--- config.mk ---
export PLATFORM = sky130hd
export DESIGN_NAME = leaf_out_sched_flat
export DESIGN_NICKNAME = d
export VERILOG_FILES = /design/src/rtl/leaf_out_sched_if.sv /design/src/rtl/leaf_out_sched.sv /design/src/flat_wrapper.sv
export SDC_FILE = /design/constraint.sdc
export NUM_CORES = 1
export LEC_CHECK = 0
export BUFFER_PORTS_ARGS = -buffer_cell sky130_fd_sc_hd__buf_2
export CAP_MARGIN = 25
export CORE_MARGIN = 1.5
export CORE_UTILIZATION = 29
export DETAILED_ROUTE_END_ITERATION = 12
export GPL_TIMING_DRIVEN = 0
export HOLD_SLACK_MARGIN = 0.08
export PLACE_DENSITY = 0.48
export SYNTH_ARGS = -nofsm -noshare
export SYNTH_HDL_FRONTEND = slang
export SYNTH_SLANG_ARGS = --single-unit
--- constraint.sdc ---
create_clock -name clk -period 10.4 [get_ports clk]
set_input_delay 1.04 -clock clk [delete_from_list [all_inputs] [get_ports clk]]
set_output_delay 1.04 -clock clk [all_outputs]
set_load 0.02 [all_outputs]
--- src/rtl/leaf_out_sched_if.sv ---
// -----------------------------------------------------------------------------
// leaf_out_sched_if
// Groups the user-side output streams and the BFT-side packet link that
// leaf_out_sched sits between.
//
//   din_leaf_user2interface  user payloads, port i at [i*PAYLOAD_BITS +: PAYLOAD_BITS]
//   vld_user2interface       per-port payload valid (ap_vld)
//   ack_interface2user       per-port acknowledge (ap_ack), one-hot or zero
//   dout_leaf_interface2bft  packet to the BFT, MSB is the packet valid bit
//   bft_ready                BFT accepts the presented packet this cycle
//
// Modports:
//   master  environment side (user kernel + BFT)
//   slave   scheduler side
// -----------------------------------------------------------------------------
interface leaf_out_sched_if #(
  parameter int NUM_OUT_PORTS = 3,
  parameter int PAYLOAD_BITS  = 32,
  parameter int PACKET_BITS   = 49
);
  logic [NUM_OUT_PORTS*PAYLOAD_BITS-1:0] din_leaf_user2interface;
  logic [NUM_OUT_PORTS-1:0]              vld_user2interface;
  logic [NUM_OUT_PORTS-1:0]              ack_interface2user;
  logic [PACKET_BITS-1:0]                dout_leaf_interface2bft;
  logic                                  bft_ready;

  modport master (
    output din_leaf_user2interface,
    output vld_user2interface,
    output bft_ready,
    input  ack_interface2user,
    input  dout_leaf_interface2bft
  );

  modport slave (
    input  din_leaf_user2interface,
    input  vld_user2interface,
    input  bft_ready,
    output ack_interface2user,
    output dout_leaf_interface2bft
  );
endinterface

--- src/rtl/leaf_out_sched.sv ---
// -----------------------------------------------------------------------------
// leaf_out_sched
// Round-robin scheduler sharing the single leaf->BFT packet link between
// NUM_OUT_PORTS user output streams. Each accepted payload word is wrapped in
// a packet {valid, dst_leaf, dst_port, src_leaf, src_port, payload} and held
// in the output register until the BFT accepts it. Per-port credit counters
// stop a port from overrunning its destination.
//
// Ports:
//   clk           clock, rising edge
//   reset         asynchronous active-low reset
//   self_leaf     this leaf's address, used as the packet src leaf
//   enable        permits new grants (a held packet still drains)
//   bus           leaf_out_sched_if.slave: user streams and BFT packet link
//   cfg_we/cfg_port/cfg_dst_leaf/cfg_dst_port   route-table write
//   credit_vld/credit_port/credit_amt           credit return
//   resend        retransmit request (used only with the optional feature)
//   busy          high while the output register holds a packet
//
// Optional feature: define LEAF_OUT_SCHED_RESEND_EN to keep the last
// BFT-accepted packet in a shadow register and replay it on resend.
// -----------------------------------------------------------------------------
module leaf_out_sched #(
  parameter int NUM_OUT_PORTS         = 3,
  parameter int PAYLOAD_BITS          = 32,
  parameter int NUM_LEAF_BITS         = 4,
  parameter int NUM_PORT_BITS         = 4,
  parameter int PACKET_BITS           = 1 + 2*NUM_LEAF_BITS + 2*NUM_PORT_BITS + PAYLOAD_BITS,
  parameter int CREDIT_BITS           = 7,
  parameter int FREESPACE_UPDATE_SIZE = 64
) (
  input  logic                     clk,
  input  logic                     reset,
  input  logic [NUM_LEAF_BITS-1:0] self_leaf,
  input  logic                     enable,
  leaf_out_sched_if.slave          bus,
  input  logic                     cfg_we,
  input  logic [NUM_PORT_BITS-1:0] cfg_port,
  input  logic [NUM_LEAF_BITS-1:0] cfg_dst_leaf,
  input  logic [NUM_PORT_BITS-1:0] cfg_dst_port,
  input  logic                     credit_vld,
  input  logic [NUM_PORT_BITS-1:0] credit_port,
  input  logic [CREDIT_BITS-1:0]   credit_amt,
  input  logic                     resend,
  output logic                     busy
);

  localparam int                     PTR_W       = (NUM_OUT_PORTS > 1) ? $clog2(NUM_OUT_PORTS) : 1;
  localparam logic [PTR_W-1:0]       LAST_PORT   = PTR_W'(NUM_OUT_PORTS - 1);
  localparam logic [CREDIT_BITS-1:0] CREDIT_INIT = CREDIT_BITS'(FREESPACE_UPDATE_SIZE);

  typedef enum logic {
    IDLE = 1'b0,
    HOLD = 1'b1
  } state_t;

  state_t state, state_nx;

  logic [NUM_OUT_PORTS-1:0] route_vld;
  logic [NUM_LEAF_BITS-1:0] route_leaf [NUM_OUT_PORTS];
  logic [NUM_PORT_BITS-1:0] route_port [NUM_OUT_PORTS];
  logic [CREDIT_BITS-1:0]   credit     [NUM_OUT_PORTS];
  logic [PTR_W-1:0]         rr_ptr;

  logic [NUM_OUT_PORTS-1:0]   elig;
  logic [NUM_OUT_PORTS-1:0]   elig_rot;
  logic                       found;
  logic [PTR_W-1:0]           offs;
  logic [PTR_W:0]             wsum;
  logic [PTR_W-1:0]           winner;
  logic                       slot_free;
  logic                       grant;
  logic                       resend_go;
  logic [NUM_OUT_PORTS-1:0]   ack;
  logic [PAYLOAD_BITS-1:0]    win_payload;
  logic [NUM_LEAF_BITS-1:0]   win_leaf;
  logic [NUM_PORT_BITS-1:0]   win_port;
  logic [PACKET_BITS-1:0]     new_pkt;
  logic                       load_new;
  logic                       load_shadow;
  logic                       drop;
  logic [PACKET_BITS-1:0]     pkt_p1;
  logic [PACKET_BITS-1:0]     shadow_pkt;

  // Credit update with saturation at the counter maximum. A grant is only
  // issued on a non-zero credit, so the decrement never underflows.
  function automatic logic [CREDIT_BITS-1:0] credit_next(
    input logic [CREDIT_BITS-1:0] cur,
    input logic                   ret,
    input logic [CREDIT_BITS-1:0] amt,
    input logic                   take
  );
    logic [CREDIT_BITS:0] sum;
    sum = {1'b0, cur};
    if (ret)  sum = sum + {1'b0, amt};
    if (take) sum = sum - 1'b1;
    if (sum[CREDIT_BITS]) return {CREDIT_BITS{1'b1}};
    return sum[CREDIT_BITS-1:0];
  endfunction

  always_comb begin
    for (int i = 0; i < NUM_OUT_PORTS; i++) begin
      elig[i] = bus.vld_user2interface[i] & (credit[i] != '0) & route_vld[i] & enable;
    end
  end

  // Rotate eligibility so the RR pointer lands on bit 0, take the first set
  // bit, then rotate the offset back into a port index.
  always_comb begin
    elig_rot = NUM_OUT_PORTS'({elig, elig} >> rr_ptr);
    found    = 1'b0;
    offs     = '0;
    for (int k = 0; k < NUM_OUT_PORTS; k++) begin
      if (!found && elig_rot[k]) begin
        found = 1'b1;
        offs  = PTR_W'(k);
      end
    end
    wsum = {1'b0, rr_ptr} + {1'b0, offs};
    if (wsum >= (PTR_W+1)'(NUM_OUT_PORTS)) wsum = wsum - (PTR_W+1)'(NUM_OUT_PORTS);
    winner = wsum[PTR_W-1:0];
  end

  assign slot_free = (state == IDLE) || ((state == HOLD) && bus.bft_ready);
  assign grant     = found && slot_free && !resend_go;

  always_comb begin
    for (int i = 0; i < NUM_OUT_PORTS; i++) begin
      ack[i] = grant && (winner == PTR_W'(i));
    end
  end

  assign bus.ack_interface2user = ack;

  always_comb begin
    win_payload = '0;
    win_leaf    = '0;
    win_port    = '0;
    for (int i = 0; i < NUM_OUT_PORTS; i++) begin
      if (winner == PTR_W'(i)) begin
        win_payload = bus.din_leaf_user2interface[i*PAYLOAD_BITS +: PAYLOAD_BITS];
        win_leaf    = route_leaf[i];
        win_port    = route_port[i];
      end
    end
  end

  assign new_pkt = {1'b1, win_leaf, win_port, self_leaf, NUM_PORT_BITS'(winner), win_payload};

  always_comb begin
    state_nx    = state;
    load_new    = 1'b0;
    load_shadow = 1'b0;
    drop        = 1'b0;
    case (state)
      IDLE: begin
        if (resend_go) begin
          state_nx    = HOLD;
          load_shadow = 1'b1;
        end else if (grant) begin
          state_nx = HOLD;
          load_new = 1'b1;
        end
      end
      HOLD: begin
        if (bus.bft_ready) begin
          if (grant) begin
            load_new = 1'b1;
          end else begin
            state_nx = IDLE;
            drop     = 1'b1;
          end
        end
      end
      default: state_nx = IDLE;
    endcase
  end

  always_ff @(posedge clk or negedge reset) begin
    if (!reset) state <= IDLE;
    else        state <= state_nx;
  end

  assign busy = (state == HOLD);

  // ---- stage p1: output packet register ----
  always_ff @(posedge clk or negedge reset) begin
    if (!reset) begin
      pkt_p1 <= '0;
    end else if (load_new) begin
      pkt_p1 <= new_pkt;
    end else if (load_shadow) begin
      pkt_p1 <= shadow_pkt;
    end else if (drop) begin
      pkt_p1[PACKET_BITS-1] <= 1'b0;
    end
  end

  assign bus.dout_leaf_interface2bft = pkt_p1;

  always_ff @(posedge clk or negedge reset) begin
    if (!reset) begin
      rr_ptr <= '0;
    end else if (grant) begin
      rr_ptr <= (winner == LAST_PORT) ? '0 : winner + 1'b1;
    end
  end

  always_ff @(posedge clk or negedge reset) begin
    if (!reset) begin
      for (int i = 0; i < NUM_OUT_PORTS; i++) credit[i] <= CREDIT_INIT;
    end else begin
      for (int i = 0; i < NUM_OUT_PORTS; i++) begin
        credit[i] <= credit_next(credit[i],
                                 credit_vld && (credit_port == NUM_PORT_BITS'(i)),
                                 credit_amt, ack[i]);
      end
    end
  end

  always_ff @(posedge clk or negedge reset) begin
    if (!reset) begin
      route_vld <= '0;
    end else begin
      for (int i = 0; i < NUM_OUT_PORTS; i++) begin
        if (cfg_we && (cfg_port == NUM_PORT_BITS'(i))) route_vld[i] <= 1'b1;
      end
    end
  end

  always_ff @(posedge clk) begin
    for (int i = 0; i < NUM_OUT_PORTS; i++) begin
      if (cfg_we && (cfg_port == NUM_PORT_BITS'(i))) begin
        route_leaf[i] <= cfg_dst_leaf;
        route_port[i] <= cfg_dst_port;
      end
    end
  end

`ifdef LEAF_OUT_SCHED_RESEND_EN
  logic shadow_vld;
  logic resend_pend;

  // A resend is served only from IDLE; one arriving during HOLD waits in
  // resend_pend. IDLE always clears the pending flag, so a request against
  // an empty shadow is simply dropped.
  assign resend_go = (state == IDLE) && (resend || resend_pend) && shadow_vld;

  always_ff @(posedge clk or negedge reset) begin
    if (!reset) begin
      shadow_vld  <= 1'b0;
      resend_pend <= 1'b0;
    end else begin
      if ((state == HOLD) && bus.bft_ready) shadow_vld <= 1'b1;
      if (state == IDLE)  resend_pend <= 1'b0;
      else if (resend)    resend_pend <= 1'b1;
    end
  end

  always_ff @(posedge clk) begin
    if ((state == HOLD) && bus.bft_ready) shadow_pkt <= pkt_p1;
  end
`else
  logic unused_resend;

  assign resend_go     = 1'b0;
  assign shadow_pkt    = '0;
  assign unused_resend = resend;
`endif

endmodule

--- src/flat_wrapper.sv ---
// flat-port wrapper written by rule: the top's interface ports become plain ports
module leaf_out_sched_flat 
#(
  parameter int NUM_OUT_PORTS         = 3,
  parameter int PAYLOAD_BITS          = 32,
  parameter int NUM_LEAF_BITS         = 4,
  parameter int NUM_PORT_BITS         = 4,
  parameter int PACKET_BITS           = 1 + 2*NUM_LEAF_BITS + 2*NUM_PORT_BITS + PAYLOAD_BITS,
  parameter int CREDIT_BITS           = 7,
  parameter int FREESPACE_UPDATE_SIZE = 64
)
  (clk, reset, self_leaf, enable, cfg_we, cfg_port, cfg_dst_leaf, cfg_dst_port, credit_vld, credit_port, credit_amt, resend, busy, bus_din_leaf_user2interface, bus_vld_user2interface, bus_bft_ready, bus_ack_interface2user, bus_dout_leaf_interface2bft);
  leaf_out_sched_if #(.NUM_OUT_PORTS(NUM_OUT_PORTS), .PAYLOAD_BITS(PAYLOAD_BITS), .PACKET_BITS(PACKET_BITS)) bus_i ();
  input  logic clk;
  input  logic reset;
  input  logic [NUM_LEAF_BITS-1:0] self_leaf;
  input  logic enable;
  input  logic cfg_we;
  input  logic [NUM_PORT_BITS-1:0] cfg_port;
  input  logic [NUM_LEAF_BITS-1:0] cfg_dst_leaf;
  input  logic [NUM_PORT_BITS-1:0] cfg_dst_port;
  input  logic credit_vld;
  input  logic [NUM_PORT_BITS-1:0] credit_port;
  input  logic [CREDIT_BITS-1:0] credit_amt;
  input  logic resend;
  output logic busy;
  input wire logic [$bits(bus_i.din_leaf_user2interface)-1:0] bus_din_leaf_user2interface;
  input wire logic [$bits(bus_i.vld_user2interface)-1:0] bus_vld_user2interface;
  input wire logic [$bits(bus_i.bft_ready)-1:0] bus_bft_ready;
  output wire logic [$bits(bus_i.ack_interface2user)-1:0] bus_ack_interface2user;
  output wire logic [$bits(bus_i.dout_leaf_interface2bft)-1:0] bus_dout_leaf_interface2bft;
  assign bus_i.din_leaf_user2interface = bus_din_leaf_user2interface;
  assign bus_i.vld_user2interface = bus_vld_user2interface;
  assign bus_i.bft_ready = bus_bft_ready;
  assign bus_ack_interface2user = bus_i.ack_interface2user;
  assign bus_dout_leaf_interface2bft = bus_i.dout_leaf_interface2bft;
  leaf_out_sched #(.NUM_OUT_PORTS(NUM_OUT_PORTS), .PAYLOAD_BITS(PAYLOAD_BITS), .NUM_LEAF_BITS(NUM_LEAF_BITS), .NUM_PORT_BITS(NUM_PORT_BITS), .PACKET_BITS(PACKET_BITS), .CREDIT_BITS(CREDIT_BITS), .FREESPACE_UPDATE_SIZE(FREESPACE_UPDATE_SIZE)) u_core (.clk(clk), .reset(reset), .self_leaf(self_leaf), .enable(enable), .bus(bus_i), .cfg_we(cfg_we), .cfg_port(cfg_port), .cfg_dst_leaf(cfg_dst_leaf), .cfg_dst_port(cfg_dst_port), .credit_vld(credit_vld), .credit_port(credit_port), .credit_amt(credit_amt), .resend(resend), .busy(busy));
endmodule
==> flow_metrics.env <==
export IMPL_outcome="completed"
export IMPL_start_kind="flip-flop"
export IMPL_cts_buffers=9
export IMPL_synth_top_flop_cell="dfrtp_1"
export IMPL_htreeDepth=3
export IMPL_dr_wl_met3_mm=1.02
export IMPL_finalSetupTns_ns=0
export IMPL_die_height_microns=149
export IMPL_dieArea_sq_um=22100
export IMPL_p_total_mw=2.73
export IMPL_drtIter0Drc=198
export IMPL_netlist_instances=694
export IMPL_rsz0062_at_grt="false"
export IMPL_io_buffers=181
export IMPL_grt_pass1_vias=5595
export IMPL_dpl_cell_area_sq_um=7450
export IMPL_p_leak_nw=3.50
export IMPL_arrival_ns=4.96
export IMPL_synth_compound_area_share=0.190
export IMPL_ant_nets=0
export IMPL_worstReg2RegEnd="u_core.credit[13]$_DFF_PN1_"
export IMPL_post_cts_buffers=0
export IMPL_relSlewSlack=0.430
export IMPL_drive_gt1_frac=0.272
export IMPL_max_freq_ghz=0.167
export IMPL_synth_edf_count=24
export IMPL_hold_ws_ns=0.471
export IMPL_r2r_cells=16
export IMPL_yosysUniqueCellTypes=68
export IMPL_syn2layout_area_growth_pct=26.0
export IMPL_syn_area_per_cell_sq_um=8.87
export IMPL_async_flop_share=0.755
export IMPL_clk_latency_ns=0.35
export IMPL_yosysWarnings=0
export IMPL_remaining_drc_errors=0
export IMPL_grt_max_degree=66
export IMPL_hp_start="u_core.bus.dout_leaf_interface2bft[37]$_DFFE_PN0P_"
export IMPL_cts_tree="yes"
export IMPL_fin_skew_ns=0.0145
export IMPL_fin_crit_sh=0.577
export IMPL_hold_buffers=0
export IMPL_synth_xor_area_frac=0.0341
export IMPL_dp_hpwl_mm=14.3
export IMPL_grt_pass1_wl_mm=29.4
export IMPL_synth_seq_area_share=0.418
export IMPL_tightest_slew_ns=0.850
export IMPL_die_x_microns=149
export IMPL_wl_met2_mm=8.66
export IMPL_top_layer_used="met4"
export IMPL_powerDensity_nw_per_um2=352
export IMPL_cts_resized=0
export IMPL_clockRootBuffer="clkbuf_16"
export IMPL_grt_use_total=0.170
export IMPL_maxSlewViolCount=0
export IMPL_nets=1051
export IMPL_n_antenna_cell=0
export IMPL_timing_final_crit_period_ns=6.00
export IMPL_num_rows=53
export IMPL_hold_viol=0
export IMPL_antenna_found_initial=0
export IMPL_drt_pass1_iterations=5
export IMPL_seqCellArea_sq_um=2580
export IMPL_synthesis_area_sq_um=6160
export IMPL_drt_total_wl_mm=18.7
export IMPL_setup_violations=0
export IMPL_multi_input_area_sq_um=3420
export IMPL_synth_area_mux_share=0.0360
export IMPL_final_common_cell="buf_2"
export IMPL_via_per_inst=4.89
export IMPL_coreArea_sq_um=20900
export IMPL_wl_per_cell_microns=16.0
export IMPL_clock_sinks=98
export IMPL_synth_top_family_by_area="simple AND/OR/NAND/NOR gates"
export IMPL_yosys_area_share_adder=0.0659
export IMPL_critPathRequiredTime_ns=9.36
export IMPL_cp_endpoint="bus_ack_interface2user[1]"
export IMPL_fin_area_sq_um=7750
export IMPL_met1_length_mm=8.66
export IMPL_place_congestion=0.787
export IMPL_crit_fanout=6
export IMPL_clkTransAtPathRegs_ns=0.07
export IMPL_r2r_setup_slack_ns=5.13
export IMPL_start_util=0.295
export IMPL_fillers=2236
export IMPL_clockBufferDepth=2
export IMPL_critPathLaunch="u_core.credit[3]$_DFF_PN0_"
export IMPL_vias=5709
export IMPL_grt_overflow=0
export IMPL_final_cells=1168
export IMPL_ios=186
export IMPL_path_class="flip-flop to output pin"
export IMPL_r2r_start="u_core.credit[3]$_DFF_PN0_"
export IMPL_end_kind="output pin"
export IMPL_yosys_area_share_simple=0.226
export IMPL_final_cell_mix="182 x buf_2, 179 x nand2_1, 89 x a21oi_1"
export IMPL_yosys_register_bits=98
export IMPL_min_delay_path_class="flip-flop to flip-flop"
export IMPL_cap_viol_max_count=0
export IMPL_peakVddDrop_mv=0.151
export IMPL_dpl_cell_count=1152
## synth_stat cells, types with 6 or more instances
library cell  instances  share of area
nand2_1             179           0.11
a21oi_1              89          0.072
dfrtp_1              71           0.29
o21ai_0              56          0.046
ha_1                 26          0.053
edfxtp_1             24           0.12
clkbuf_1             21          0.013
nor2_1               20          0.012
xnor2_1              18          0.026
nand3_1              15          0.012
inv_1                12         0.0073
mux2i_1              12          0.020
a211oi_1             10          0.012
nor3_1                9         0.0073
mux2_2                7          0.013
nor3b_1               7         0.0085
nor4_1                6         0.0061
xor2_1                6         0.0085
## worst max-delay path: stages, from the launching register on
cell and delay [ns]:
dfrtp_1 0.40, nor4_1 0.66, a21oi_1 0.31, nor2_1 0.15, a221oi_1 0.09, a211oi_1 0.24
a41oi_1 0.09, fa_1 0.65, inv_1 0.06, ha_1 0.19, nor2b_1 0.28, mux2i_1 0.61
nand2_1 0.33, nor2_2 0.32, buf_2 0.23
## state kept, by name, summed over array words and instances (netlist names)
name	count
u_core.bus.dout_leaf_interface2bft	47
u_core.busy	1
u_core.credit	21
u_core.route_leaf	12
u_core.route_port	12
u_core.route_vld	3
u_core.rr_ptr	2
## cell families after synthesis
kind of cell               Yosys count
buffers and inverters               43
muxes                               20
and+or+nand+nor                    281
xor gates and xnor gates            24
adders and majority gates           30
DFF                                 98
AOI/OAI and AO/OA                  197
other                                1
## layer usage
layer / up-vias / track usage
met4: 0 / 0.0485
li1: 2866 / -
met5: - / 0
met2: 138 / 0.275
met3: 18 / 0.0399
met1: 2687 / 0.226
## stage by stage
step	setup slack [ns]	util
after floorplan	5.42	-
after global placement	4.41	0.355
after detailed placement	4.41	0.357
after CTS	4.25	0.371
after global routing	3.95	0.371
final	4.40	0.371
## how the worst min path moves through the flow
| stage | end | slack, ns | cells after the start |
|---|---|---|---|
| after floorplan | u_core.route_vld[0]$_DFFE_PN0P_ | 0.44 | 1 |
| after global placement | u_core.route_vld[2]$_DFFE_PN0P_ | 0.45 | 1 |
| after detailed placement | u_core.bus.dout_leaf_interface2bft[37]$_DFFE_PN0P_ | 0.46 | 2 |
| after CTS | u_core.bus.dout_leaf_interface2bft[37]$_DFFE_PN0P_ | 0.48 | 2 |
| after global routing | u_core.route_vld[1]$_DFFE_PN0P_ | 0.50 | 1 |
| final | u_core.bus.dout_leaf_interface2bft[37]$_DFFE_PN0P_ | 0.47 | 2 |
## final cells by class
type	instances	share of cell area
Sequential cell	98	0.332
Buffer	31	0.0168
Clock buffer	9	0.0290
Tap cell	275	0.0444
Timing Repair Buffer	182	0.121
Inverter	12	0.00581
Clock inverter	7	0.00968
Multi-Input combinational cell	554	0.441
## where the power goes
part           internal [mW]  total, mW  switching, mW
sequential             0.532      0.625         0.0927
combinational          0.604       1.76           1.16
clock                  0.171      0.340          0.169
total                   1.31       2.73           1.42
No activity file was read; power rests on OpenSTA's default activity.
